`src/rtl/t05_sram_arbiter.sv`:
```
// t05_sram_arbiter: four-requester round-robin arbiter in front of a single-port SRAM.
// Only one transaction is outstanding at a time. The SRAM handshake is busy_o rising
// (access accepted), then busy_o falling (access done).
// Optional watchdog: define T05_ARB_TIMEOUT_EN to abort a stalled access after
// TIMEOUT_CYC cycles. The aborted access completes with err = 1 on its ack.
//
// state     | meaning
// ----------+-----------------------------------------------------------
// IDLE      | SRAM side idle; arbitrate among req from ptr
// ISSUE     | one-cycle wr_en/r_en strobe with latched address/data
// WAIT_ACC  | strobes low; wait for busy_o to rise
// WAIT_DONE | wait for busy_o to fall; read data captured on that edge
// RESP      | one-cycle ack to the owner; ptr advances past the owner
module t05_sram_arbiter #(
    parameter int TIMEOUT_CYC = 16
) (
    input  logic         clk,
    input  logic         nrst,
    input  logic [3:0]   req,
    input  logic [3:0]   req_we,
    input  logic [127:0] req_addr,
    input  logic [127:0] req_wdata,
    output logic [3:0]   gnt,
    output logic [3:0]   ack,
    output logic [31:0]  rdata,
    output logic         err,
    output logic         wr_en,
    output logic         r_en,
    output logic [3:0]   select,
    output logic [31:0]  addr,
    output logic [31:0]  data_i,
    input  logic         busy_o,
    input  logic [31:0]  data_o
);

    localparam logic [31:0] IDLE_ADDR = 32'h3300_0000;

    typedef enum logic [2:0] {
        IDLE,
        ISSUE,
        WAIT_ACC,
        WAIT_DONE,
        RESP
    } state_t;

    state_t      state_q, state_d;
    logic [1:0]  ptr_q;
    logic [1:0]  idx_q;
    logic        we_q;
    logic [31:0] addr_q;
    logic [31:0] wdata_q;
    logic [3:0]  gnt_q;
    logic [31:0] rdata_q;

    logic        win_found;
    logic [1:0]  win_idx;
    logic [1:0]  cand;
    logic        tmo;

    // Round-robin search: first asserted request at or after ptr, wrapping.
    always_comb begin
        win_found = 1'b0;
        win_idx   = ptr_q;
        cand      = ptr_q;
        for (int k = 0; k < 4; k++) begin
            cand = ptr_q + 2'(k);
            if (!win_found && req[cand]) begin
                win_found = 1'b1;
                win_idx   = cand;
            end
        end
    end

    // State register.
    always_ff @(posedge clk or negedge nrst) begin
        if (!nrst) begin
            state_q <= IDLE;
        end else begin
            state_q <= state_d;
        end
    end

    // Next-state logic; a watchdog expiry short-circuits either wait state to RESP.
    always_comb begin
        state_d = state_q;
        unique case (state_q)
            IDLE: begin
                if (win_found) begin
                    state_d = ISSUE;
                end
            end
            ISSUE: begin
                state_d = WAIT_ACC;
            end
            WAIT_ACC: begin
                if (busy_o) begin
                    state_d = WAIT_DONE;
                end else if (tmo) begin
                    state_d = RESP;
                end
            end
            WAIT_DONE: begin
                if (!busy_o || tmo) begin
                    state_d = RESP;
                end
            end
            RESP: begin
                state_d = IDLE;
            end
            default: begin
                state_d = IDLE;
            end
        endcase
    end

    // Latch the winner's request on grant; release ownership and rotate ptr on RESP.
    always_ff @(posedge clk or negedge nrst) begin
        if (!nrst) begin
            ptr_q   <= 2'd0;
            idx_q   <= 2'd0;
            we_q    <= 1'b0;
            addr_q  <= IDLE_ADDR;
            wdata_q <= 32'd0;
            gnt_q   <= 4'd0;
        end else if (state_q == IDLE && win_found) begin
            idx_q   <= win_idx;
            we_q    <= req_we[win_idx];
            addr_q  <= req_addr[{win_idx, 5'd0} +: 32];
            wdata_q <= req_wdata[{win_idx, 5'd0} +: 32];
            gnt_q   <= 4'b0001 << win_idx;
        end else if (state_q == RESP) begin
            gnt_q   <= 4'd0;
            ptr_q   <= idx_q + 2'd1;
        end
    end

    // Read data is captured only on a genuine busy_o fall of a read; writes and timeouts leave it alone.
    always_ff @(posedge clk or negedge nrst) begin
        if (!nrst) begin
            rdata_q <= 32'd0;
        end else if (state_q == WAIT_DONE && !busy_o && !we_q) begin
            rdata_q <= data_o;
        end
    end

`ifdef T05_ARB_TIMEOUT_EN
    localparam logic [31:0] TMO_LOAD = 32'(TIMEOUT_CYC - 1);

    logic [31:0] tmo_cnt_q;
    logic        in_wait;
    logic        stall;
    logic        err_q;

    assign in_wait = (state_q == WAIT_ACC) || (state_q == WAIT_DONE);
    assign stall   = ((state_q == WAIT_ACC) && !busy_o) ||
                     ((state_q == WAIT_DONE) && busy_o);
    assign tmo     = stall && (tmo_cnt_q == 32'd0);

    // Watchdog down-counter, reloaded on entry to each wait state; expiry at terminal count zero.
    always_ff @(posedge clk or negedge nrst) begin
        if (!nrst) begin
            tmo_cnt_q <= 32'd0;
        end else if ((state_d == WAIT_ACC || state_d == WAIT_DONE) && state_d != state_q) begin
            tmo_cnt_q <= TMO_LOAD;
        end else if (in_wait && tmo_cnt_q != 32'd0) begin
            tmo_cnt_q <= tmo_cnt_q - 32'd1;
        end
    end

    // err is raised for the RESP cycle that follows an expiry and dropped when RESP exits.
    always_ff @(posedge clk or negedge nrst) begin
        if (!nrst) begin
            err_q <= 1'b0;
        end else if (state_q == RESP) begin
            err_q <= 1'b0;
        end else if (tmo) begin
            err_q <= 1'b1;
        end
    end

    assign err = err_q;
`else
    logic [31:0] unused_tmo_cyc;

    assign unused_tmo_cyc = 32'(TIMEOUT_CYC);
    assign tmo            = 1'b0;
    assign err            = 1'b0;
`endif

    // SRAM-side outputs: idle values except while a transaction is on the bus.
    always_comb begin
        wr_en  = 1'b0;
        r_en   = 1'b0;
        select = 4'hF;
        addr   = IDLE_ADDR;
        data_i = 32'd0;
        unique case (state_q)
            ISSUE: begin
                addr   = addr_q;
                wr_en  = we_q;
                r_en   = !we_q;
                data_i = we_q ? wdata_q : 32'd0;
            end
            WAIT_ACC, WAIT_DONE: begin
                addr   = addr_q;
                data_i = we_q ? wdata_q : 32'd0;
            end
            default: begin
            end
        endcase
    end

    assign gnt   = gnt_q;
    assign ack   = (state_q == RESP) ? gnt_q : 4'd0;
    assign rdata = rdata_q;

endmodule

```
`config.mk`:
```
export PLATFORM = sky130hd
export DESIGN_NAME = t05_sram_arbiter
export DESIGN_NICKNAME = d
export VERILOG_FILES = /design/src/rtl/t05_sram_arbiter.sv
export SDC_FILE = /design/constraint.sdc
export NUM_CORES = 1
export LEC_CHECK = 0
export BUFFER_PORTS_ARGS = -buffer_cell sky130_fd_sc_hd__clkbuf_2
export CAP_MARGIN = 20
export CORE_AREA = 2 2 157 159
export CTS_BUF_LIST = sky130_fd_sc_hd__clkbuf_8
export DETAILED_ROUTE_END_ITERATION = 10
export DIE_AREA = 0 0 159 161
export PLACE_DENSITY = 0.59
export SLEW_MARGIN = 15
export SYNTH_ARGS = -nofsm -noshare
export SYNTH_HDL_FRONTEND = slang
export SYNTH_SLANG_ARGS = --single-unit
```
`constraint.sdc`:
```
create_clock -name clk -period 1.7 [get_ports clk]
set_input_delay 0.085 -clock clk [delete_from_list [all_inputs] [get_ports clk]]
set_output_delay 0.085 -clock clk [all_outputs]
set_load 0.005 [all_outputs]
```
==> flow_metrics.tcl <==
set metrics [dict create \
    overflow 0 \
    ys_ff_latch 108 \
    rsz0062_at_grt "yes" \
    hold_path_class "in2reg" \
    pin_count 410 \
    hp-start "req_addr[29]" \
    combPwrFrac_pct 67.8 \
    worstReg2RegStart "ptr_q[1]" \
    synth_warnings 0 \
    start_util_pct 27.6 \
    synth_edf_count 0 \
    critical-path-max-stage-delay_ps 440 \
    postSynthCellCount 578 \
    drv_slew 0 \
    p_clk_share_pct 8.6 \
    crit_path_start_kind "flop" \
    antenna_found_initial 1 \
    path_delay_family "buffers and inverters" \
    vdd_drop_max_mv 0.851 \
    p_seq_share_pct 23.6 \
    synth_top_cell_area_share_pct 39.3 \
    finClkSkew_ps 26.7 \
    numClockSinks 108 \
    first_global_vias 6848 \
    viasPerCell 4.80 \
    num_rows 57 \
    power_density_mw_per_mm2 1710 \
    area_growth_pct 72.7 \
    ys.flop_type "dfrtp_1" \
    drv_cap 0 \
    p_leak_nw 5.55 \
    die_w_um 159 \
    cts_buffers 9 \
    die_h_um 161 \
    synth_seq_area_share_pct 40.9 \
    critPathBufInv 3 \
    syn_area_per_cell_um2 11.5 \
    place_ws_ps -104 \
    fmax_mhz 549 \
    cp.arrival_ps 2080 \
    htree_levels 3 \
    setup_slack_ps -120 \
    path_class "reg2reg" \
    synth.cell_area_mm2 0.00662 \
    r2r-end "wdata_q[28]" \
    worstRegToRegCells 7 \
    power.internal_mw 11.8 \
    violations "setup timing" \
    clockBufferDepth 2 \
    layout-drive-gt1-share_pct 64.6 \
    cpMaxStageDelayCell "dfrtp_1" \
    layout_common_cells "clkbuf_2, dfrtp_1, mux2i_1, nor2_1, a221oi_2" \
    firstDrtPassIters 4 \
    cp_max_fo 20 \
    worstPathCellList "buf_4 > o21ai_1 > o211a_4 > buf_12 > buf_16 > mux2i_2 > a221oi_2" \
    r2r_setup_slack_ps -120 \
    timing.setup.tns_ps -5650 \
    place_congestion 0.786 \
    core-area_mm2 0.0240 \
    cts_root_buf "clkbuf_8" \
    fin_crit_ps 1820 \
    hold_viol 0 \
    crit_end "wdata_q[28]" \
    status "finished, violations left" \
    finalSetupViolCount 117 \
    synth_cell_types 37 \
    grt_max_degree 56 \
    io_buffers 404 \
    grt_usage_pct 18.3 \
    worstSetupPathDepth 7 \
    n_antenna_cell 0 \
    cp-end-kind "flop" \
    clk_pin_slew_ps 140 \
    post-dp-hpwl_mm 17.2 \
    wl_mm 26.8 \
    die-area_mm2 0.0256 \
    antenna_left 0 \
    period_share_pct 107 \
    synthArstFlopShare_pct 100 \
    synth_top_area_cell "dfrtp_1" \
    first_iter_violations 247 \
    swShare_pct 39.2 \
    required_ps 1960 \
    drc 0 \
    final_common_cell "clkbuf_2" \
    switchingPower_mw 7.65 \
    cts_tree "built" \
    vias 6741 \
    grt_pass1_wl_mm 37.2 \
    yosys-top-cells-area "dfrtp_1, mux2i_1, a221oi_2" \
    nets 1375 \
    clk_latency_ps 400 \
    wl_per_cell_um 19.1 \
    cp-startpoint "ptr_q[1]" \
]
## sequential cells by signal, indices dropped and copies added, names as in the netlist
register and cells:
state_q 3, rdata 32, ptr_q 2, addr_q 32, gnt 4, wdata_q 32
idx_q 2, we_q 1
## routing by layer
layer / routed length, um / share of wire, % / vias to the layer above / track usage, %
met3: 1560 / 5.8 / 40 / 4.03
met4: 505 / 1.9 / 0 / 5.87
met2: 13300 / 50 / 294 / 31.9
met5: 0 / 0 / - / 0
li1: - / - / 3140 / -
met1: 11400 / 43 / 3267 / 22.6
## synth_stat cells, types with 2 or more instances
cell type	n
a21oi_1	3
a221oi_1	15
a221oi_2	50
and2_1	29
and3_1	37
buf_2	7
buf_4	18
buf_6	12
clkbuf_1	16
conb_1	2
dfrtp_1	104
dfstp_2	4
mux2_1	13
mux2_2	19
mux2i_1	130
nand2_1	11
nand3_1	5
nand3b_1	3
nor2_1	74
nor2b_1	3
nor4_2	2
o21ai_0	2
o21ai_1	2
or3_1	4
## power by group through the flow
stage | registers [mW] | clock network (mW) | logic, mW
CTS | 4.53 | 1.75 | 10.7
global placement | 4.56 | 0 | 9.52
finish | 4.60 | 1.69 | 13.2
global route | 4.74 | 1.86 | 14.1
detailed placement | 4.57 | 0 | 9.62
floorplan | 4.43 | 0 | 5.83
## logic make-up after synthesis
logic type,synth area share [%]
other cells,0.113
buf+inv,5.88
mux,25.1
simple gates,13.4
xor+xnor,0.132
compound gates,14.5
flops,40.9
## worst min-delay path by stage
stage,endpoint,slack (ps),cells after the start
global placement,rdata[13],-30,1
CTS,addr_q[25],0.08,3
global route,addr_q[20],5,3
finish,addr_q[29],10,3
detailed placement,rdata[22],-40,1
floorplan,addr_q[0],-210,0
## layout make-up
class,count,area [um^2]
timing repair buffer,537,3900
clock buffer,10,138
tap,324,405
clock inverter,6,67.6
inverter,1,3.75
multi-input combinational,419,4220
fill,2207,12500
sequential,108,2710
## through the flow
step	power (mW)	hold slack [ps]	cell area (um^2)	utilization [%]	instances
after detailed placement	14.2	-36.4	9250	38.6	1300
final	19.5	10.5	11400	47.7	1405
after global placement	14.1	-34.2	9250	38.6	1300
after floorplan	10.3	-211	6630	-	581
after global routing	20.7	5.13	11400	47.7	1405
after CTS	17.0	0.0831	10400	43.3	1382
## worst min-delay path, delay by kind of cell
| kind | cells | cell delay [ps] |
|---|---|---|
| buffers and inverters | 1 | 80 |
| AOI/OAI and AO/OA | 1 | 80 |
| muxes | 1 | 160 |
## what timing repair did
item,in CTS,in global routing
buffers inserted,11,9
gates resized for setup,54,173
hold endpoints to repair,148,0
setup endpoints to repair,133,161
cloned,4,16
hold buffers,51,0
pin swaps,18,52
(Power assumes the default switching activity.)
